### config.mk
export PLATFORM = sky130hd
export DESIGN_NAME = config_word_loader
export DESIGN_NICKNAME = d
export VERILOG_FILES = /design/src/rtl/config_word_loader.sv
export SDC_FILE = /design/constraint.sdc
export NUM_CORES = 1
export LEC_CHECK = 0
export CAP_MARGIN = 10
export CORE_ASPECT_RATIO = 1.4
export CORE_UTILIZATION = 51
export DETAILED_ROUTE_END_ITERATION = 8
export PLACE_DENSITY_LB_ADDON = 0.3
export REMOVE_ABC_BUFFERS = 1
export SLEW_MARGIN = 30
export SYNTH_ARGS = -nofsm -noshare
export SYNTH_HDL_FRONTEND = slang
export SYNTH_SLANG_ARGS = --single-unit
export TNS_END_PERCENT = 10
### constraint.sdc
create_clock -name clk -period 22.8 [get_ports clk]
set_clock_uncertainty 0.15 [all_clocks]
set_input_delay 6.84 -clock clk [delete_from_list [all_inputs] [get_ports clk]]
set_output_delay 6.84 -clock clk [all_outputs]
set_load 0.05 [all_outputs]
### src/rtl/config_word_loader.sv
// rtl/config_word_loader.sv - config word bus writer for a data_connection_block config port
// Header selects target by ID, NWORDS payload words are assembled LSB-word-first, then cset strobes once.
module config_word_loader #(
  parameter int CONF_WIDTH = 288,
  parameter int IW         = 32,
  parameter int ID_WIDTH   = 8,
  parameter int ID         = 0
) (
  input  logic                  clk,
  input  logic                  rst,
  input  logic [IW-1:0]         in_data,
  input  logic                  in_valid,
  output logic                  in_ready,
  output logic [CONF_WIDTH-1:0] c,
  output logic                  cset,
  output logic                  busy,
  output logic                  err
);

  localparam int NWORDS = (CONF_WIDTH + IW - 1) / IW;
  localparam int CNT_W  = $clog2(NWORDS + 1);
  localparam int AW     = NWORDS * IW;
  localparam logic [CNT_W-1:0] LAST = CNT_W'(NWORDS - 1);

  typedef enum logic [1:0] {IDLE, LOAD, SKIP, COMMIT} state_t;

  state_t            state, state_next;
  logic [CNT_W-1:0]  count, count_next;
  logic [AW-1:0]     asm_q, asm_next;
  logic              cset_next, err_next;
  logic              transfer;
  logic [ID_WIDTH-1:0] hdr_id;

  assign in_ready = (state != COMMIT);
  assign busy     = (state != IDLE);
  assign transfer = in_valid && in_ready;
  assign hdr_id   = in_data[ID_WIDTH-1:0];
  assign c        = asm_q[CONF_WIDTH-1:0];

  always_ff @(posedge clk or posedge rst) begin
    if (rst) begin
      state <= IDLE;
      count <= '0;
      asm_q <= '0;
      cset  <= 1'b0;
      err   <= 1'b0;
    end else begin
      state <= state_next;
      count <= count_next;
      asm_q <= asm_next;
      cset  <= cset_next;
      err   <= err_next;
    end
  end

  always_comb begin
    state_next = state;
    count_next = count;
    asm_next   = asm_q;
    cset_next  = 1'b0;
    err_next   = 1'b0;
    case (state)
      IDLE: begin
        if (transfer) begin
          count_next = '0;
          if (!in_data[IW-1])
            err_next = 1'b1;
          else if (hdr_id == ID_WIDTH'(ID) || hdr_id == '1)
            state_next = LOAD;
          else
            state_next = SKIP;
        end
      end
      LOAD: begin
        if (transfer) begin
          // Shift right so the first payload word ends up in the lowest slice.
          asm_next   = {in_data, asm_q[AW-1:IW]};
          count_next = count + CNT_W'(1);
          if (count == LAST) begin
            state_next = COMMIT;
            cset_next  = 1'b1;
          end
        end
      end
      SKIP: begin
        if (transfer) begin
          count_next = count + CNT_W'(1);
          if (count == LAST)
            state_next = IDLE;
        end
      end
      COMMIT: state_next = IDLE;
      default: state_next = IDLE;
    endcase
  end

endmodule

==> results of run 1 <==
## final cells by class
class	count	share of cell area, %
well taps	297	2.37
clock inverters	12	1.08
flip-flops and latches	296	47.2
multi-input cells	327	22.6
inverters	9	0.295
clock buffers	41	5.29
repair buffers	331	21.2
## synth_stat cells, types with 2 or more instances
cell type  number  area share (%)
ha_1            7            0.78
nor3_1          2           0.089
nand4_1         2            0.11
o22ai_1         3            0.17
mux2_2        289              29
nor2_1          3            0.10
buf_6          23             2.3
dfrtp_1       296              66
o21ai_0         4            0.18
nand2_1         4            0.13
buf_2           7            0.31
inv_1           9            0.30
mux2i_1         2            0.18
## kinds of logic after synthesis
logic type      after synthesis  synth area share [%]
simple gates                 18                 0.943
flops                       296                  65.7
compound gates               11                 0.610
fa+ha+maj                     7                 0.776
mux                         291                  29.0
buf+inv                      40                  2.97
## path summary, 6_finish.rpt
kind	startpoint	end	slack, ns	depth (start not counted)
min	c[9]$_DFFE_PP0P_	c[9]$_DFFE_PP0P_	0.35	1
max reg2reg	state[1]$_DFFE_PP0P_	c[207]$_DFFE_PP0P_	19.34	6
max	in_valid	c[207]$_DFFE_PP0P_	13.24	6
min reg2reg	c[9]$_DFFE_PP0P_	c[9]$_DFFE_PP0P_	0.35	1
min in group asynchronous	rst	c[50]$_DFFE_PP0P_	6.76	2
max in group asynchronous	rst	c[247]$_DFFE_PP0P_	13.77	4
## state kept, by name, indices dropped and copies added, names as in the netlist
register / count
err: 1
state: 2
c: 288
cset: 1
count: 4
## critical path, stage by stage
cell,delay [ns]
clkdlybuf4s50_1,0.43
nor2b_4,0.17
nand2_8,0.36
buf_6,0.62
buf_4,0.79
mux2_2,0.42
## metrics by stage
| step | area, um2 | setup WS, ns | cells | util (%) |
|---|---|---|---|---|
| after detailed placement | 14700 | 12.36 | 1259 | 67.4 |
| after floorplan | 11000 | 7.63 | 632 | - |
| after CTS | 15700 | 12.90 | 1312 | 72.0 |
| after global routing | 15700 | 13.06 | 1313 | 72.1 |
| after global placement | 14700 | 12.07 | 1259 | 67.3 |
| final | 15700 | 13.24 | 1313 | 72.1 |
## layout by cell type (no fill, tap or decap), types with 2 or more instances in the layout
cell type	Yosys	final
clkbuf_16	0	29
nand4_1	2	2
nor2_1	3	3
mux2_2	289	289
ha_1	7	7
bufinv_16	0	4
dfrtp_1	296	296
o21ai_0	4	4
clkinv_2	0	5
clkdlybuf4s50_1	0	326
nor3_1	2	2
clkbuf_8	0	6
clkbuf_1	0	6
mux2i_1	2	2
inv_1	9	8
buf_6	23	2
buf_4	1	2
o22ai_1	3	3
nand2_1	4	4
## metal layers
metal	track usage, %	wire length, um	up-vias
met4	8.14	799	0
met1	22.6	8420	3288
met2	35.5	12100	207
li1	-	-	3027
met5	0	0	-
met3	4.16	1320	50
==> flow_summary.toml, run 1 <==
[clocking]
post-cts-setup-buffers = 0
cts_buffers = 29
root_buffer = "clkbuf_16"
clk_latency_ns = 0.53
clkSlewWorstSetupHoldPaths_ns = 0.06
clock_path_buffers = 3
ctsHtreeMaxLevel = 1
cts_sinks = 296
cts_hold_buffers = 0
cts_resized = 0
tritoncts = "built"

[critical_path]
start_kind = "primary input"
path_class = "in2reg"
crit_required_ns = 23.05
arrival_ns = 9.81
path_max_fanout = 93
endpoint_kind = "flop"

[timing]
worstMarginPinSlew_ns = 0.838
relSlewSlack_pct = 44.1
finalSetupViolCount = 0
finalHoldViolations = 0
fin_crit_ns = 9.56
period_share_pct = 41.9
fmax_mhz = 105
whs_ns = 0.352
slew_violations = 0
finalSetupTns_ns = 0
rsz0062_at_grt = "false"

[final_layout]
seq_area_um2 = 7410
final_layout_size_suffix_gt1_share_pct = 34.0
antenna_cells = 0
layout.nets = 1036
nFillCells = 1468
area_delta_synth_final_pct = 39.2
multi_input_area_um2 = 3550

[die]
die_area_um2 = 22700
die_y_um = 178
core_um2 = 21800
initial_core_util_pct = 51.8
io_pins = 327
rows = 64
die_x_um = 128

[yosys]
synth.yosys.seq_area_share_pct = 65.7
netlist_area_um2 = 11300
synth_seq_cells = 296
syn_avg_cell_area_um2 = 17.0
yosys_warnings = 0
synth.distinct_cells = 25
synth_edf_count = 0
async_flop_share_pct = 100
syn_inst = 663
synth_top_flop_cell = "dfrtp_1"

[route]
ant_nets = 0
vias_per_cell = 5.01
drtIter0Drc = 206
vias = 6572
drtPass1Iterations = 4
wl_mm = 22.6
wl_per_cell_um = 17.2
route.detailed.drc = 0

[global_route]
grt_pass1_wl_mm = 35.0
grt_pass1_vias = 6586
grt_max_degree = 162
antenna_found_initial = 0
track_usage_pct = 19.7
grt.overflow.total = 0

[worst_hold_path]
hp-class = "reg2reg"

[placed_design]
place_congestion = 0.767
hpwl_mm = 15.6
io_buffers = 326

[run]
cap_viol_max_count = 0

[status]
status = "completed"
Power of run 1 is not shown: default switching activity piles up to over one toggle a cycle in this logic, so the estimate is an artifact.
==> inputs of run 2 (changes only) <==
--- a/config.mk
+++ b/config.mk
@@ -7,7 +7,7 @@
 export LEC_CHECK = 0
 export CAP_MARGIN = 10
 export CORE_ASPECT_RATIO = 1.4
-export CORE_UTILIZATION = 51
+export CORE_UTILIZATION = 43
 export DETAILED_ROUTE_END_ITERATION = 8
 export PLACE_DENSITY_LB_ADDON = 0.3
 export REMOVE_ABC_BUFFERS = 1
==> constraint.sdc (replaced) <==
create_clock -name clk -period 7.7 [get_ports clk]
set_clock_uncertainty 0.15 [all_clocks]
set_input_delay 2.31 -clock clk [delete_from_list [all_inputs] [get_ports clk]]
set_output_delay 2.31 -clock clk [all_outputs]
set_load 0.05 [all_outputs]
==> run 2 against run 1 <==
  * The run now ends with DRC left
  * Count of clock-buffer cells in the layout rose by 3
  * Utilization fell by 11 points
  * Non-clock buffer count did not move
  * Register-to-register slack got worse by 15 ns
==> flow_summary.toml, run 2 (synthesis results as in run 1) <==
[final_layout]
final_cell_mix = "clkdlybuf4s50_1 (326), dfrtp_1 (296), mux2_2 (289), clkbuf_16 (29), clkbuf_8 (10)"
seq_area_um2 = 7410
fin_util_pct = 61.6
area_delta_synth_final_pct = 39.6
antenna_cells = 0
multi_input_area_um2 = 3550
layout.nets = 1036
largest_reg_flops = 288
layout_commonest_cell = "clkdlybuf4s50_1"
nFillCells = 1983
final_layout_size_suffix_gt1_share_pct = 33.9

[route]
vias_per_cell = 4.94
route.detailed.drc = 22
ant_nets = 0
wl_mm = 22.9
wl_per_cell_um = 17.2
vias = 6583
drtPass1Iterations = 8
drtIter0Drc = 196

[worst_hold_path]
hp-class = "reg2reg"
hold_path_depth = 1
holdPathEnd = "c[18]$_DFFE_PP0P_"
min-delay-start = "c[18]$_DFFE_PP0P_"

[run]
cap_viol_max_count = 0

[die]
io_pins = 327
core_um2 = 25600
initial_core_util_pct = 44.1
die_area_um2 = 26900
die_x_um = 139
rows = 69
die_y_um = 194

[clocking]
ctsHtreeMaxLevel = 1
cts_sinks = 296
root_buffer = "clkbuf_16"
tritoncts = "built"
clk_latency_ns = 0.53
clkSlewWorstSetupHoldPaths_ns = 0.06
post-cts-setup-buffers = 0
cts_resized = 0
clock_path_buffers = 3
cts_buffers = 29
cts_hold_buffers = 0

[status]
status = "finished, violations left"
violations = "DRC"

[placed_design]
place_congestion = 0.750
hpwl_mm = 16.0
io_buffers = 326

[global_route]
track_usage_pct = 17.2
grt_max_degree = 159
grt_pass1_vias = 6879
grt.overflow.total = 0
use_met2_pct = 31.8
gr-max-usage-layer = "met2"
grt_use_met1_pct = 19.5
grt_pass1_wl_mm = 37.2
antenna_found_initial = 0
met3_usage_pct = 3.58

[critical_path]
arrival_ns = 2.12
r2r_end = "c[184]$_DFFE_PP0P_"
path_class = "reg2out"
ff2ff_path_depth = 6
start_kind = "flop"
crit_required_ns = 5.24
r2r_start = "state[1]$_DFFE_PP0P_"
critPathMaxStageDelay_ns = 0.82
path_max_fanout = 4
crit_top_cell = "inv_1"
crit_chain = "inv_1 > ha_1 > inv_1 > clkdlybuf4s50_1"
endpoint_kind = "output pin"
cp_slowest_cell = "clkdlybuf4s50_1"
rrSetupSlack_ns = 4.80

[timing]
relSlewSlack_pct = 40.4
rsz0062_at_grt = "false"
finalHoldViolations = 0
period_share_pct = 59.5
fmax_mhz = 218
finalSetupTns_ns = 0
finalSetupViolCount = 0
slew_violations = 0
fin_crit_ns = 4.58
worstMarginPinSlew_ns = 0.894
-- run 2: changes by cell type in the layout (fill, tap and decap cells not counted), sizes merged --
| cell | change |
|---|---|
| clkbuf | +3 |
| clkinv | -4 |
| bufinv | -1 |
-- run 2: worst max-delay path, delay by kind of cell (launching register included) --
kind / cells / cell delay, ns
adder cells (fa/ha/maj): 1 / 0.19
buffers and inverters: 3 / 1.02
flip-flops: 1 / 0.39
-- run 2: layer usage --
layer	part of all wire [%]	vias to the layer above
met2	54	194
met3	6.0	41
met1	37	3313
li1	-	3035
met5	0	-
met4	2.8	0
-- run 2: area by class of cell --
class	count	share of cell area, %
clock buffers	44	5.60
clock inverters	7	0.739
well taps	319	2.54
inverters	9	0.262
repair buffers	331	21.3
multi-input cells	327	22.6
flip-flops and latches	296	47.1
-- run 2: worst max-delay path by stage --
stage | startpoint | to | slack [ns] | depth (start not counted)
after detailed placement | in_valid | c[185]$_DFFE_PP0P_ | 2.70 | 6
after global routing | state[1]$_DFFE_PP0P_ | busy | 3.00 | 4
after global placement | in_valid | c[193]$_DFFE_PP0P_ | 2.67 | 5
final | state[1]$_DFFE_PP0P_ | busy | 3.12 | 4
after CTS | state[1]$_DFFE_PP0P_ | busy | 3.08 | 4
after floorplan | rst | c[0]$_DFFE_PP0P_ | -2.94 | 1
-- run 2: through the flow --
step           cells  hold slack, ns  setup slack (ns)  instance area (um2)
6_report        1333           0.352              3.12                15700
5_1_grt         1333           0.366              3.00                15700
4_1_cts         1333           0.356              3.08                15700
3_5_place_dp    1282           0.342              2.70                14700
3_3_place_gp    1281           0.337              2.67                14700
2_1_floorplan    632           0.344             -2.94                11000
Power of run 2 is left out for the same reason.
